$ cat src/rtl/vip_axi_burst_writer.sv
// rtl/vip_axi_burst_writer.sv - coalesces a word stream into buffered AXI4 INCR write bursts
// Default AXI channel types sized for 48-bit address, 64-bit data, 2-bit ID.
package vip_axi_burst_writer_pkg;
  typedef struct packed {
    logic [1:0]  id;
    logic [47:0] addr;
    logic [7:0]  len;
    logic [2:0]  size;
    logic [1:0]  burst;
    logic        lock;
    logic [3:0]  cache;
    logic [2:0]  prot;
    logic [3:0]  qos;
    logic [3:0]  region;
    logic [0:0]  user;
  } ax_chan_t;

  typedef struct packed {
    logic [63:0] data;
    logic [7:0]  strb;
    logic        last;
    logic [0:0]  user;
  } w_chan_t;

  typedef struct packed {
    logic [1:0] id;
    logic [1:0] resp;
    logic [0:0] user;
  } b_chan_t;

  typedef struct packed {
    logic [1:0]  id;
    logic [63:0] data;
    logic [1:0]  resp;
    logic        last;
    logic [0:0]  user;
  } r_chan_t;

  typedef struct packed {
    ax_chan_t aw;
    logic     aw_valid;
    w_chan_t  w;
    logic     w_valid;
    logic     b_ready;
    ax_chan_t ar;
    logic     ar_valid;
    logic     r_ready;
  } axi_req_t;

  typedef struct packed {
    logic    aw_ready;
    logic    ar_ready;
    logic    w_ready;
    logic    b_valid;
    b_chan_t b;
    logic    r_valid;
    r_chan_t r;
  } axi_rsp_t;
endpackage

module vip_axi_burst_writer #(
  parameter int unsigned AddrWidth     = 48,
  parameter int unsigned DataWidth     = 64,
  parameter int unsigned IdWidth       = 2,
  parameter int unsigned AxiId         = 0,
  parameter int unsigned MaxBeats      = 16,
  parameter int unsigned TimeoutCycles = 32,
  parameter type axi_req_t = vip_axi_burst_writer_pkg::axi_req_t,
  parameter type axi_rsp_t = vip_axi_burst_writer_pkg::axi_rsp_t
) (
  input  logic                   clk_i,
  input  logic                   rst_ni,
  input  logic [AddrWidth-1:0]   wr_addr_i,
  input  logic [DataWidth-1:0]   wr_data_i,
  input  logic [DataWidth/8-1:0] wr_strb_i,
  input  logic                   wr_valid_i,
  output logic                   wr_ready_o,
  input  logic                   flush_i,
  output axi_req_t               axi_req_o,
  input  axi_rsp_t               axi_rsp_i,
  output logic                   busy_o,
  output logic                   err_o,
  output logic [31:0]            bursts_o
);
  localparam int unsigned Bytes = DataWidth / 8;
  localparam int unsigned OffW  = $clog2(Bytes);
  localparam int unsigned CntW  = $clog2(MaxBeats + 1);
  localparam int unsigned IdxW  = (MaxBeats > 1) ? $clog2(MaxBeats) : 1;
  localparam int unsigned TmoW  = $clog2(TimeoutCycles + 2);

  typedef enum logic [2:0] {IDLE, FILL, AW, W, B} state_e;

  state_e               state_q, state_d;
  logic [AddrWidth-1:0] base_q, addr_al, next_addr;
  logic [CntW-1:0]      beats_q, beats_d, rd_q, rd_d;
  logic [TmoW-1:0]      tmo_q;
  logic                 live_q, err_q;
  logic [31:0]          bursts_q;
  logic [DataWidth-1:0] mem_data [MaxBeats];
  logic [Bytes-1:0]     mem_strb [MaxBeats];
  logic [IdxW-1:0]      wr_idx;
  logic                 fill_ok, fire, timeout, last_beat;

  assign addr_al   = {wr_addr_i[AddrWidth-1:OffW], {OffW{1'b0}}};
  assign next_addr = base_q + (AddrWidth'(beats_q) << OffW);
  // Contiguous, room left, and still inside the 4 KiB page of the burst base.
  assign fill_ok   = (beats_q < CntW'(MaxBeats)) && (addr_al == next_addr) &&
                     (addr_al[AddrWidth-1:12] == base_q[AddrWidth-1:12]);
  assign wr_ready_o = live_q && ((state_q == IDLE) || ((state_q == FILL) && fill_ok));
  assign fire      = wr_valid_i && wr_ready_o;
  assign timeout   = (TimeoutCycles != 0) && !wr_valid_i &&
                     (tmo_q == TmoW'(int'(TimeoutCycles) - 1));
  assign last_beat = (rd_q == beats_q - CntW'(1));
  assign wr_idx    = (state_q == IDLE) ? '0 : IdxW'(beats_q);

  always_comb begin
    state_d = state_q;
    beats_d = beats_q;
    rd_d    = rd_q;
    case (state_q)
      IDLE: if (fire) begin
        beats_d = CntW'(1);
        state_d = FILL;
      end
      FILL: begin
        beats_d = beats_q + CntW'(fire);
        if ((beats_d == CntW'(MaxBeats)) || (wr_valid_i && !fill_ok) || flush_i || timeout)
          state_d = AW;
      end
      AW: begin
        rd_d = '0;
        if (axi_rsp_i.aw_ready) state_d = W;
      end
      W: if (axi_rsp_i.w_ready) begin
        if (last_beat) state_d = B;
        else           rd_d = rd_q + CntW'(1);
      end
      B: if (axi_rsp_i.b_valid) state_d = IDLE;
      default: state_d = IDLE;
    endcase
  end

  always_ff @(posedge clk_i or negedge rst_ni) begin
    if (!rst_ni) begin
      state_q  <= IDLE;
      base_q   <= '0;
      beats_q  <= '0;
      rd_q     <= '0;
      tmo_q    <= '0;
      live_q   <= 1'b0;
      err_q    <= 1'b0;
      bursts_q <= '0;
    end else begin
      live_q  <= 1'b1;
      state_q <= state_d;
      beats_q <= beats_d;
      rd_q    <= rd_d;
      tmo_q   <= ((state_q == FILL) && !wr_valid_i) ? tmo_q + TmoW'(1) : '0;
      if ((state_q == IDLE) && fire) base_q <= addr_al;
      if ((state_q == B) && axi_rsp_i.b_valid) begin
        bursts_q <= bursts_q + 32'd1;
        if (axi_rsp_i.b.resp != 2'b00) err_q <= 1'b1;
      end
    end
  end

  always_ff @(posedge clk_i) begin
    if (fire) begin
      mem_data[wr_idx] <= wr_data_i;
      mem_strb[wr_idx] <= wr_strb_i;
    end
  end

  always_comb begin
    axi_req_o         = '0;
    axi_req_o.r_ready = live_q;
    if (state_q == AW) begin
      axi_req_o.aw_valid = 1'b1;
      axi_req_o.aw.id    = IdWidth'(AxiId);
      axi_req_o.aw.addr  = base_q;
      axi_req_o.aw.len   = 8'(beats_q) - 8'd1;
      axi_req_o.aw.size  = 3'(OffW);
      axi_req_o.aw.burst = 2'b01;
    end
    if (state_q == W) begin
      axi_req_o.w_valid = 1'b1;
      axi_req_o.w.data  = mem_data[IdxW'(rd_q)];
      axi_req_o.w.strb  = mem_strb[IdxW'(rd_q)];
      axi_req_o.w.last  = last_beat;
    end
    if (state_q == B) axi_req_o.b_ready = 1'b1;
  end

  assign busy_o   = (state_q != IDLE);
  assign err_o    = err_q;
  assign bursts_o = bursts_q;

  logic unused_ok;
  assign unused_ok = ^{axi_rsp_i.ar_ready, axi_rsp_i.r_valid, axi_rsp_i.r,
                       axi_rsp_i.b.id, axi_rsp_i.b.user, wr_addr_i[OffW-1:0]};
endmodule

$ cat config.mk
export PLATFORM = sky130hd
export DESIGN_NAME = vip_axi_burst_writer
export DESIGN_NICKNAME = d
export VERILOG_FILES = /design/src/rtl/vip_axi_burst_writer.sv
export SDC_FILE = /design/constraint.sdc
export NUM_CORES = 1
export LEC_CHECK = 0
export CAP_MARGIN = 20
export CORE_ASPECT_RATIO = 0.7
export CORE_MARGIN = 3
export CORE_UTILIZATION = 57
export CTS_CLUSTER_DIAMETER = 120
export DETAILED_ROUTE_END_ITERATION = 8
export HOLD_SLACK_MARGIN = 0.05
export MAX_ROUTING_LAYER = met4
export PLACE_DENSITY_LB_ADDON = 0.25
export REMOVE_ABC_BUFFERS = 1
export SLEW_MARGIN = 20
export SYNTH_ARGS = -nofsm -noshare
export SYNTH_HDL_FRONTEND = slang
export SYNTH_SLANG_ARGS = --single-unit
$ cat constraint.sdc
create_clock -name clk_i -period 11.9 [get_ports clk_i]
set_clock_uncertainty 0.15 [all_clocks]
set_input_delay 1.19 -clock clk_i [delete_from_list [all_inputs] [get_ports clk_i]]
set_output_delay 1.19 -clock clk_i [all_outputs]
set_load 0.005 [all_outputs]
==> metrics.txt <==
ratio of cells with drive above 1 in the final layout 23.2%; P per Cell Area 206 nW/um^2; largest net degree at the start of global routing 156; VDD IR max 0.175 mV; max_cap viols 0; Post-route DRC 0; Final Max Slew Viols 0; Worst-path clk slew 60 ps; top layer in use met4; met3 WL 8120 microns; Cell Area, Synth 50000 sq um; Starting Density 57.8%; Cells after DPL 3716; I/O Buffers 293; Tot Pwr 11900 uW; crit path DAT 5190 ps; EDFF count, synth 1152; Synth Flop Type edfxtp_1; GRT Residual Overflow 0; root buffer cell clkbuf_16; Syn Inst Count 2348; DRT met1 WL 43700 microns; dpl hpwl 56700 microns; period utilisation layout 54.8%; post-route ant nets 0; Die Ht 254 microns; TNS Setup 0 ps; NumNets Final 2896; top cell type's share of synthesized area 69.2%; Worst EP required 10560 ps; clock sink count 1250; CP max stage delay 910 ps; CP Max Fanout 48; critical path cell sequence buf_4, buf_4, mux4_2, mux4_2, nor2b_1, clkdlybuf4s50_1; Worst setup EP type output port; leakage power 0.0186 uW; Critical-path top delay cell dfrtp_4; antenna violations before repair 11; Final Hold Fails 0; Wirelength per Cell 27.5 microns; hold buffers post-CTS 0; worst slew pin tran 1050 ps; met2 WL 54500 microns; Yosys cell types 55; 1st-iter DRT viols 2320; Post-synth ARST share 7.84%; # IOs 478; final wirelength 108000 microns; CORE AREA 86600 sq um; drt first pass iters 5; Vias/cell 6.06; warnings from Yosys 0; normalized max-slew margin 29.8%; CTS max path bufs 3; global placer's final weighted congestion 0.849; worst hold path type in2async; Synth area leaders edfxtp_1, mux4_2, dfrtp_1, buf_4, mux2_2; RSZ-0062 raised after global routing false; die width 360 microns; Core Util, Final 66.6%; status completed; vias 23800; Max Fclk 153 MHz; Yosys top cell by area edfxtp_1; most frequent cells after synthesis edfxtp_1, mux4_2, buf_4; Non-Filler Instances 3937; most frequent cell after synthesis edfxtp_1; first-pass GRT wire length 161000 microns; Tot GR Track Use 24.8%; Num CTS Buffers 112; post-synthesis average cell area 21.3 sq um; Final Critical Period 6530 ps; part of the Yosys area used for sequential elements 74.1%; H-Tree Depth 3; postcts setup bufs 0; row count 90; Clock Latency Late Sink 680 ps; Syn-to-layout area delta 15.3%; CP startpoint kind register; Crit Path Class reg2out; CTS tree done; die area 91400 sq um; post-cts sizing count 0; Yosys reg bits 1250; vias in the first global route 24700; final setup fails 0
layout by cell type (no fill, tap or decap), drive strengths merged, types with 4 or more instances in the layout:
master,n
edfxtp,1152
mux4,360
clkdlybuf4s50,292
clkbuf,135
conb,107
dfrtp,98
nor2b,75
clkinv,53
xnor2,50
mux2,47
buf,47
nor2,47
and2,45
xor2,43
nand2,31
nand3,22
inv,19
nand4,18
diode,14
nor3,14
a21oi,12
o21ai,12
bufinv,12
ha,11
a22o,7
or4,7
and3,6
clkinvlp,5
nor4,5
nand2b,4
a31oi,4
and4,4
layout make-up:
class | count | area, sq um
Fill cell | 5421 | 28900
Timing Repair Buffer | 339 | 3300
Multi-Input combinational cell | 960 | 12100
Inverter | 17 | 68.8
Antenna cell | 14 | 35.0
Clock inverter | 72 | 698
Sequential cell | 1250 | 37100
Clock buffer | 135 | 2950
Tap cell | 1150 | 1440
critical path, delay by kind of cell (launching register included):
kind / cells / cell delay (ps)
buf+inv: 3 / 2180
mux: 2 / 1090
flops: 1 / 910
simple gates: 1 / 200
stage by stage:
stage / instance area [sq um] / hold slack (ps) / worst slack (ps)
after global placement: 54000 / 297 / 5670
final: 57700 / 272 / 5370
after CTS: 57700 / 237 / 5200
after floorplan: 49100 / 302 / -1690
after global routing: 57700 / 268 / 4930
after detailed placement: 54000 / 311 / 5630
metal layers:
layer | track usage, % | vias to the layer above
met5 | - | -
met4 | 5.73 | 0
li1 | - | 10100
met2 | 39.3 | 870
met1 | 34.1 | 12800
met3 | 4.79 | 142
power breakdown:
group          internal (uW)  switching [uW]
sequential              4900             215
combinational           1830            1380
clock                   2030            1550
kinds of logic (layout without fill, tap and decap cells):
group,Yosys count,count (layout),synth area share [%]
AND/OR/NAND/NOR,283,283,3.19
buffers and inverters,243,563,2.68
other,2,121,0.0150
multiplexers,409,409,17.3
AO/OA/AOI/OAI,56,56,0.798
flip-flops,1250,1250,74.1
XOR/XNOR,93,93,1.63
adder cells (fa/ha/maj),12,12,0.315
flip-flops by register name, indices dropped and copies added, names as in the netlist, 3 cells and up:
signal / count
mem_data: 1024
mem_strb: 128
base_q: 45
bursts_o: 32
tmo_q: 6
beats_q: 5
rd_q: 5
state_q: 3
final timing paths:
kind / start / endpoint / slack, ps / depth (start not counted)
worst min-delay path: rst_ni / bursts_o[17] / 270 / 1
worst max-delay path: rd_q[0] / axi_req_o[133] / 5370 / 6
worst min register to register: bursts_o[31] / bursts_o[31] / 320 / 1
min in group clk_i: bursts_o[31] / bursts_o[31] / 320 / 1
max in group asynchronous: rst_ni / rd_q[3] / 9950 / 2
worst max register to register: beats_q[0] / state_q[0] / 5660 / 19
No activity file was read; power rests on OpenSTA's default activity.
